[config.mk]
export PLATFORM = sky130hd
export DESIGN_NAME = multicycle_controller
export DESIGN_NICKNAME = d
export VERILOG_FILES = /design/src/rtl/riscv_ctrl_pkg.sv /design/src/rtl/alu_decoder.sv /design/src/rtl/multicycle_controller.sv
export SDC_FILE = /design/constraint.sdc
export NUM_CORES = 1
export LEC_CHECK = 0
export CAP_MARGIN = 40
export CELL_PAD_IN_SITES_DETAIL_PLACEMENT = 1
export CELL_PAD_IN_SITES_GLOBAL_PLACEMENT = 1
export CORE_ASPECT_RATIO = 0.6
export CORE_MARGIN = 4
export CORE_UTILIZATION = 28
export CTS_CLUSTER_SIZE = 40
export DETAILED_ROUTE_END_ITERATION = 8
export PLACE_DENSITY = 0.91
export SLEW_MARGIN = 10
export SYNTH_ARGS = -nofsm -noshare
export SYNTH_HDL_FRONTEND = slang
export SYNTH_SLANG_ARGS = --single-unit
export TNS_END_PERCENT = 1
[constraint.sdc]
create_clock -name clk -period 4.4 [get_ports clk]
set_clock_uncertainty 0.15 [all_clocks]
set_input_delay 0.88 -clock clk [delete_from_list [all_inputs] [get_ports clk]]
set_output_delay 0.88 -clock clk [all_outputs]
set_load 0.01 [all_outputs]
[src/rtl/riscv_ctrl_pkg.sv]
// Shared definitions for the multi-cycle RV32I control path:
// opcodes, controller state encoding, ALUOp / ALU_Control codes,
// datapath mux-select codes and the immediate-format helper.
package riscv_ctrl_pkg;

    localparam logic [6:0] OP_LW  = 7'b0000011;
    localparam logic [6:0] OP_SW  = 7'b0100011;
    localparam logic [6:0] OP_R   = 7'b0110011;
    localparam logic [6:0] OP_I   = 7'b0010011;
    localparam logic [6:0] OP_BEQ = 7'b1100011;
    localparam logic [6:0] OP_JAL = 7'b1101111;

    typedef enum logic [3:0] {
        S_FETCH    = 4'd0,
        S_DECODE   = 4'd1,
        S_MEMADR   = 4'd2,
        S_MEMREAD  = 4'd3,
        S_MEMWB    = 4'd4,
        S_MEMWRITE = 4'd5,
        S_EXECR    = 4'd6,
        S_EXECI    = 4'd7,
        S_ALUWB    = 4'd8,
        S_BEQ      = 4'd9,
        S_JAL      = 4'd10,
        S_ILLEGAL  = 4'd11
    } state_e;

    localparam logic [1:0] ALUOP_ADD = 2'b00;
    localparam logic [1:0] ALUOP_SUB = 2'b01;
    localparam logic [1:0] ALUOP_FN  = 2'b10;

    localparam logic [2:0] ALU_ADD = 3'b000;
    localparam logic [2:0] ALU_SUB = 3'b001;
    localparam logic [2:0] ALU_AND = 3'b010;
    localparam logic [2:0] ALU_OR  = 3'b011;
    localparam logic [2:0] ALU_SLT = 3'b101;

    localparam logic [1:0] SRCA_PC    = 2'b00;
    localparam logic [1:0] SRCA_OLDPC = 2'b01;
    localparam logic [1:0] SRCA_RD1   = 2'b10;

    localparam logic [1:0] SRCB_RD2  = 2'b00;
    localparam logic [1:0] SRCB_IMM  = 2'b01;
    localparam logic [1:0] SRCB_FOUR = 2'b10;

    localparam logic [1:0] RES_ALUOUT = 2'b00;
    localparam logic [1:0] RES_RDATA  = 2'b01;
    localparam logic [1:0] RES_ALURES = 2'b10;

    localparam logic [1:0] IMM_I = 2'b00;
    localparam logic [1:0] IMM_S = 2'b01;
    localparam logic [1:0] IMM_B = 2'b10;
    localparam logic [1:0] IMM_J = 2'b11;

    // Immediate format depends only on the opcode, so it is valid in every state.
    function automatic logic [1:0] imm_src_of(input logic [6:0] op);
        case (op)
            OP_SW:   return IMM_S;
            OP_BEQ:  return IMM_B;
            OP_JAL:  return IMM_J;
            default: return IMM_I;
        endcase
    endfunction

endpackage

[src/rtl/alu_decoder.sv]
// ALU control decode for the multi-cycle controller (combinational).
// Ports:
//   alu_op      in  2  00 add, 01 sub, 10 decode from funct3/funct7
//   funct3      in  3  instr[14:12]
//   funct7      in  1  instr[30]
//   op5         in  1  op_code[5], distinguishes R-type (sub allowed) from I-type
//   alu_control out 3  operation code for the ALU
module alu_decoder
    import riscv_ctrl_pkg::*;
(
    input  logic [1:0] alu_op,
    input  logic [2:0] funct3,
    input  logic       funct7,
    input  logic       op5,
    output logic [2:0] alu_control
);

    always_comb begin
        alu_control = ALU_ADD;
        case (alu_op)
            ALUOP_SUB: alu_control = ALU_SUB;
            ALUOP_FN: begin
                case (funct3)
                    // addi has no sub form; instr[30] is immediate data there
                    3'b000:  alu_control = (op5 && funct7) ? ALU_SUB : ALU_ADD;
                    3'b010:  alu_control = ALU_SLT;
                    3'b110:  alu_control = ALU_OR;
                    3'b111:  alu_control = ALU_AND;
                    default: alu_control = ALU_ADD;
                endcase
            end
            default: alu_control = ALU_ADD;
        endcase
    end

endmodule

[src/rtl/multicycle_controller.sv]
// Moore FSM controller for a multi-cycle RV32I datapath with a single shared
// instruction/data memory. Sequences fetch/decode/execute/memory/writeback,
// waits on mem_ready for every memory access and flags unsupported opcodes.
// Ports:
//   clk, rst             clock, asynchronous active-low reset
//   op_code/funct3/funct7 instruction fields from the IR
//   zero                 ALU zero flag (branch decision)
//   mem_ready            memory completed the current access this cycle
//   mem_req, Mem_write, IR_write, PC_write, Reg_write   datapath enables
//   Adr_Src, ImmSrc, ALU_SrcA, ALU_SrcB, Result_Src     datapath mux selects
//   ALU_Control          ALU operation
//   illegal_op           unsupported opcode reached decode
module multicycle_controller
    import riscv_ctrl_pkg::*;
#(
    parameter bit HALT_ON_ILLEGAL = 1'b1
) (
    input  logic       clk,
    input  logic       rst,
    input  logic [6:0] op_code,
    input  logic [2:0] funct3,
    input  logic       funct7,
    input  logic       zero,
    input  logic       mem_ready,
    output logic       mem_req,
    output logic       Mem_write,
    output logic       IR_write,
    output logic       PC_write,
    output logic       Adr_Src,
    output logic       Reg_write,
    output logic [1:0] ImmSrc,
    output logic [1:0] ALU_SrcA,
    output logic [1:0] ALU_SrcB,
    output logic [1:0] Result_Src,
    output logic [2:0] ALU_Control,
    output logic       illegal_op
);

    state_e     state_q, state_d;
    logic [1:0] alu_op;
    logic       mem_req_c, mem_write_c, ir_write_c, reg_write_c;
    logic       pc_update, branch;

    always_ff @(posedge clk or negedge rst) begin
        if (!rst) state_q <= S_FETCH;
        else      state_q <= state_d;
    end

    always_comb begin
        state_d     = state_q;
        mem_req_c   = 1'b0;
        mem_write_c = 1'b0;
        ir_write_c  = 1'b0;
        reg_write_c = 1'b0;
        pc_update   = 1'b0;
        branch      = 1'b0;
        Adr_Src     = 1'b0;
        ALU_SrcA    = SRCA_PC;
        ALU_SrcB    = SRCB_RD2;
        Result_Src  = RES_ALUOUT;
        alu_op      = ALUOP_ADD;
        illegal_op  = 1'b0;

        case (state_q)
            S_FETCH: begin
                // PC+4 computed by the ALU goes straight to PC (Result=ALUResult)
                mem_req_c  = 1'b1;
                ALU_SrcB   = SRCB_FOUR;
                Result_Src = RES_ALURES;
                ir_write_c = mem_ready;
                pc_update  = mem_ready;
                if (mem_ready) state_d = S_DECODE;
            end
            S_DECODE: begin
                // Speculative branch/jump target OldPC+imm lands in ALUOut
                ALU_SrcA = SRCA_OLDPC;
                ALU_SrcB = SRCB_IMM;
                case (op_code)
                    OP_LW, OP_SW: state_d = S_MEMADR;
                    OP_R:         state_d = S_EXECR;
                    OP_I:         state_d = S_EXECI;
                    OP_BEQ:       state_d = S_BEQ;
                    OP_JAL:       state_d = S_JAL;
                    default:      state_d = S_ILLEGAL;
                endcase
            end
            S_MEMADR: begin
                ALU_SrcA = SRCA_RD1;
                ALU_SrcB = SRCB_IMM;
                state_d  = (op_code == OP_LW) ? S_MEMREAD : S_MEMWRITE;
            end
            S_MEMREAD: begin
                mem_req_c = 1'b1;
                Adr_Src   = 1'b1;
                if (mem_ready) state_d = S_MEMWB;
            end
            S_MEMWB: begin
                Result_Src  = RES_RDATA;
                reg_write_c = 1'b1;
                state_d     = S_FETCH;
            end
            S_MEMWRITE: begin
                mem_req_c   = 1'b1;
                Adr_Src     = 1'b1;
                mem_write_c = 1'b1;
                if (mem_ready) state_d = S_FETCH;
            end
            S_EXECR: begin
                ALU_SrcA = SRCA_RD1;
                ALU_SrcB = SRCB_RD2;
                alu_op   = ALUOP_FN;
                state_d  = S_ALUWB;
            end
            S_EXECI: begin
                ALU_SrcA = SRCA_RD1;
                ALU_SrcB = SRCB_IMM;
                alu_op   = ALUOP_FN;
                state_d  = S_ALUWB;
            end
            S_ALUWB: begin
                reg_write_c = 1'b1;
                state_d     = S_FETCH;
            end
            S_BEQ: begin
                ALU_SrcA = SRCA_RD1;
                ALU_SrcB = SRCB_RD2;
                alu_op   = ALUOP_SUB;
                branch   = 1'b1;
                state_d  = S_FETCH;
            end
            S_JAL: begin
                // PC <- target held in ALUOut; OldPC+4 becomes ALUOut for rd next cycle
                ALU_SrcA  = SRCA_OLDPC;
                ALU_SrcB  = SRCB_FOUR;
                pc_update = 1'b1;
                state_d   = S_ALUWB;
            end
            S_ILLEGAL: begin
                illegal_op = 1'b1;
                state_d    = HALT_ON_ILLEGAL ? S_ILLEGAL : S_FETCH;
            end
            default: state_d = S_FETCH;
        endcase
    end

    // While rst is low the state is already FETCH, but mem_ready could still
    // raise FETCH's enables; masking with rst keeps every write off during reset.
    assign mem_req   = mem_req_c   & rst;
    assign Mem_write = mem_write_c & rst;
    assign IR_write  = ir_write_c  & rst;
    assign Reg_write = reg_write_c & rst;
    assign PC_write  = (pc_update | (branch & zero)) & rst;
    assign ImmSrc    = imm_src_of(op_code);

    alu_decoder u_alu_dec (
        .alu_op      (alu_op),
        .funct3      (funct3),
        .funct7      (funct7),
        .op5         (op_code[5]),
        .alu_control (ALU_Control)
    );

endmodule

==> flow_summary.yaml, run 1 <==
cells_and_area:
  areaGrowthSynthToFinish_pct: 55.0
  fillerInstances: 287
  largest_reg_flops: 4
  diodes: 0
  final_cells: 152
  largest_register: "state_q"
  finalNetCount: 141
  top_regs: "state_q x4"
  final_design_area_no_fill_sq_um: 1020
  drive_gt1_share_pct: 7.38
setup_path:
  endpoint_kind: "output pin"
  cp.arrival_ps: 2700
  slowest_stage: "clkdlybuf4s50_1"
  timing.rr.end: "state_q[0]"
  crit_chain: "clkdlybuf4s50_1 > or2_1 > nor3_1 > nand3b_1 > nand2_1 > clkdlybuf4s50_1"
  worst-path-max-fanout: 3
  start_kind: "primary input"
  worstSetupStartpoint: "op_code[3]"
  critPathRequiredTime_ps: 3370
  cpMostUsedCell: "clkdlybuf4s50_1"
  critPathKind: "in -> out"
  reg2reg_depth: 4
  r2r_slack_ps: 2460
  critPathMaxStageDelay_ps: 530
  reg2reg_from: "state_q[3]"
  critPathCapture: "ImmSrc[0]"
sta:
  max_freq_mhz: 268
  finalSetupTns_ps: 0
  setup_violations: 0
  period_minus_slack_ps: 3730
  period_share_pct: 84.7
  worstMarginPinSlew_ps: 683
  rsz0062_at_grt: "false"
  hold_violations: 0
  slew_headroom_pct: 54.4
  drv_slew: 0
run_status:
  status: "complete, no violations"
clock_tree:
  ctsResizeCount: 0
  clk_latency_ps: 220
  clkTransAtPathRegs_ps: 30
  cts_sinks: 4
  cts_max_level: 1
  cts-root-buf: "clkbuf_8"
  cts-hold-fix-buffers: 0
  post-cts-setup-buffers: 0
  cts_buffers: 3
  clock_path_buffers: 2
  cts_tree: "done"
routing:
  drc: 0
  drt_wl_total_mm: 2.35
  vias: 795
  drtPass1Iterations: 4
  routed_via_density: 5.23
  ant_nets: 0
  drtIter0Drc: 19
  wire_per_inst_um: 15.5
placement:
  placed_area_sq_um: 977
  io_buffers: 32
  place_congestion: 0.899
  dp_cells: 149
  dp_hpwl_mm: 1.80
grt:
  grt_pass1_wl_mm: 3.84
  antenna_found_initial: 0
  grt_pass1_vias: 792
  track_usage_pct: 15.7
  gr-total-overflow: 0
  grt_max_degree: 22
job:
  drv_cap: 0
power_and_ir_drop:
  internal_power_mw: 0.316
  p_leak_nw: 0.414
  p_seq_share_pct: 22.4
  ir_drop_mv: 0.286
  comb_power_share_pct: 64.2
  p_switching_mw: 0.274
  finalPower_mw: 0.589
  power.switching_fraction_pct: 46.4
  pwr-share-clk_pct: 13.4
  power.density_nw_per_um2: 579
floorplanning:
  core.rowCount: 13
  die_h_um: 45.5
  dieArea_sq_um: 3210
  initial_utilization_pct: 29.9
  core_area_sq_um: 2200
  die_w_um: 70.5
  io_pins: 33
synthesis:
  async_reset_ff_share_pct: 100
  syn_area_sq_um: 657
  postSynthCellCount: 94
  yosysUniqueCellTypes: 44
  synth_compound_area_share_pct: 25.5
  yosys.area_share.simple_pct: 39.6
  ys.flop_type: "dfrtp_1"
  yosys-top-cells-count: "11 x nand2_1, 8 x nor2_1, 7 x inv_1"
  ys_seq_area_share_pct: 15.2
  ys_seq_elements: 4
  synth-edff-count: 0
  synth_nets: 111
  synth_area_leader_cell: "dfrtp_1"
  synthAdderAreaFrac_pct: 3.81
  synth_top_area_share_pct: 15.2
  synth.most_common_cell: "nand2_1"
  yosys_warnings: 0
  syn_avg_cell_area_sq_um: 6.99
  synth.mux.area_fraction_pct: 1.52
  synth.area.top_cells: "dfrtp_1 15%, nand2_1 6.3%, a21oi_1 4.6%, nor2_1 4.6%, inv_1 4.0%"
  synth_top_family_by_area: "simple AND/OR/NAND/NOR gates"
  synth-xor-area-share_pct: 4.00
worst_hold_path:
  worstHoldPathType: "reg -> reg"
## worst min path at each step
stage                from    endpoint  slack, ps  cells past startpoint
3_3_place_gp   state_q[0]  state_q[0]        660                      1
5_1_grt        state_q[1]  state_q[3]        720                      1
2_1_floorplan  state_q[3]  state_q[1]        420                      2
3_5_place_dp   state_q[1]  state_q[3]        660                      1
4_1_cts        state_q[1]  state_q[3]        670                      1
6_report       state_q[1]  state_q[3]        670                      1
## final cells by class
cell class                      instances  area (sq um)  share of cell area (%)
Clock buffer                            3          41.3                    4.05
Inverter                                8          30.0                    2.95
Multi-Input combinational cell         75           489                    48.0
Sequential cell                         4           100                    9.83
Tap cell                               30          37.5                    3.69
Timing Repair Buffer                   32           320                    31.4
## power by group through the flow
stage / registers, mW / clock network (mW) / logic, mW
2_1_floorplan: 0.0626 / 0 / 0.292
3_3_place_gp: 0.129 / 0 / 0.370
3_5_place_dp: 0.132 / 0 / 0.380
4_1_cts: 0.132 / 0.0813 / 0.384
5_1_grt: 0.143 / 0.0846 / 0.417
6_report: 0.132 / 0.0790 / 0.378
## cell families (layout without fill, tap and decap cells)
kind of cell	Yosys count	count (layout)
and+or+nand+nor	46	46
AOI/OAI and AO/OA	23	23
buffers and inverters	15	43
DFF	4	4
xor gates and xnor gates	3	3
adders and majority gates	2	2
muxes	1	1
## through the flow
stage | util [%] | hold WS, ps | worst slack, ps
global route | 46.4 | 715 | 605
global placement | 44.5 | 661 | 729
detailed placement | 44.5 | 661 | 698
CTS | 46.4 | 672 | 697
floorplan | - | 419 | 1750
finish | 46.4 | 669 | 674
## critical path: cells and delay by family
family,cells,cell delay (ps)
buffers and inverters,2,970
AND/OR/NAND/NOR,4,840
## layer usage
metal	part of all wire, %	GRT usage, %
met2	46	27.1
met4	1.7	7.87
met3	6.9	4.41
met1	46	18.3
met5	0	0
## layout by cell type, fill, tap and decap left out, types with 3 or more instances in the layout
cell type / count
dfrtp_1: 4
nand3_1: 4
a21oi_1: 6
nor3_1: 5
inv_1: 7
clkdlybuf4s50_1: 32
nor3b_1: 3
nand2_1: 11
nor2_1: 8
clkbuf_8: 3
Note: power is estimated with default switching activity, not from simulation.
==> run 2: changes to the inputs <==
- CORE_UTILIZATION: 28 -> 26
- PLACE_DENSITY: 0.91 -> 0.86
- clock period: 4.4 -> 3.6 ns (I/O delays scaled with it)
==> flow_summary.yaml, run 2 (same netlist as run 1, synthesis figures left out) <==
run_status:
  status: "complete, no violations"
sta:
  period_share_pct: 94.1
  worstMarginPinSlew_ps: 393
  rsz0062_at_grt: "false"
  setup_violations: 0
  max_freq_mhz: 295
  period_minus_slack_ps: 3390
  hold_violations: 0
  finalSetupTns_ps: 0
  slew_headroom_pct: 73.6
  drv_slew: 0
floorplanning:
  die_w_um: 72.9
  io_pins: 33
  core_area_sq_um: 2280
  initial_utilization_pct: 28.8
  die_h_um: 46.9
  core.rowCount: 13
  dieArea_sq_um: 3420
routing:
  ant_nets: 0
  drc: 0
  wire_per_inst_um: 15.6
  drtPass1Iterations: 5
  routed_via_density: 5.20
  drtIter0Drc: 31
  drt_wl_total_mm: 2.44
  vias: 816
clock_tree:
  cts_max_level: 1
  cts-hold-fix-buffers: 0
  clk_latency_ps: 220
  cts_tree: "done"
  ctsResizeCount: 0
  cts_buffers: 3
  post-cts-setup-buffers: 0
  clock_path_buffers: 2
  cts_sinks: 4
  clkTransAtPathRegs_ps: 30
  cts-root-buf: "clkbuf_8"
grt:
  antenna_found_initial: 0
  grt_max_degree: 18
  track_usage_pct: 15.3
  gr-total-overflow: 0
  grt_pass1_vias: 821
  grt_pass1_wl_mm: 3.95
cells_and_area:
  largest_reg_flops: 4
  mostFrequentLayoutCells: "32 x clkdlybuf4s50_1, 11 x nand2_1, 8 x nor2_1"
  largest_register: "state_q"
  drive_gt1_share_pct: 11.0
  final_design_area_no_fill_sq_um: 1060
  final_cells: 157
  fillerInstances: 297
  finalNetCount: 146
  top_regs: "state_q x4"
  final_util_pct: 46.4
  areaGrowthSynthToFinish_pct: 60.8
  final_common_cell: "clkdlybuf4s50_1"
  diodes: 0
placement:
  placed_area_sq_um: 1010
  dp_cells: 154
  place_congestion: 0.833
  io_buffers: 32
  dp_hpwl_mm: 1.93
setup_path:
  cp.arrival_ps: 2520
  endpoint_kind: "output pin"
  start_kind: "primary input"
  worst-path-max-fanout: 3
  critPathKind: "in -> out"
  critPathRequiredTime_ps: 2730
worst_hold_path:
  worstHoldPathType: "reg -> reg"
power_and_ir_drop:
  ir_drop_mv: 0.372
  p_leak_nw: 0.440
  power.density_nw_per_um2: 713
job:
  drv_cap: 0
## run 2: final timing paths
path | startpoint | end | slack (ps) | cells past startpoint
max reg2reg | state_q[3] | state_q[0] | 1670 | 5
min | state_q[1] | state_q[1] | 480 | 2
max in group asynchronous | rst | state_q[2] | 2410 | 1
min reg2reg | state_q[1] | state_q[1] | 480 | 2
min in group asynchronous | rst | state_q[3] | 630 | 1
max | op_code[3] | ImmSrc[0] | 210 | 6
## run 2: layout make-up
class / instances / area, sq um / area share (%)
inverters: 8 / 30.0 / 2.84
repair buffers: 37 / 358 / 33.9
multi-input cells: 75 / 489 / 46.3
well taps: 30 / 37.5 / 3.55
clock buffers: 3 / 41.3 / 3.91
flip-flops and latches: 4 / 100 / 9.48
## run 2: critical path: stages
cell and delay [ps]:
clkdlybuf4s50_1 440, or2_1 280, nor3_1 330, nand3b_1 140, nand2_1 90, clkdlybuf4s50_1 530
## run 2: routing by layer
| layer | routed length [um] | vias to the layer above | GRT usage [%] |
|---|---|---|---|
| met1 | 1150 | 379 | 19.3 |
| met4 | 12 | 0 | 4.41 |
| met3 | 208 | 2 | 5.56 |
| li1 | - | 407 | - |
| met2 | 1070 | 28 | 24.9 |
| met5 | 0 | - | 0 |
## run 2: stage by stage
stage | power [mW] | hold WS (ps) | worst slack [ps]
floorplan | 0.433 | 274 | 1110
global placement | 0.643 | 462 | 266
detailed placement | 0.658 | 478 | 213
CTS | 0.758 | 495 | 210
global route | 0.823 | 549 | 133
finish | 0.753 | 481 | 212
## run 2: where the power goes
group          internal [mW]  leakage [nW]  total, mW  switching (mW)
Combinational          0.276         0.367      0.566           0.290
Sequential            0.0659        0.0509     0.0927          0.0267
Clock                 0.0713        0.0216     0.0946          0.0233
Total                  0.413         0.440      0.753           0.340
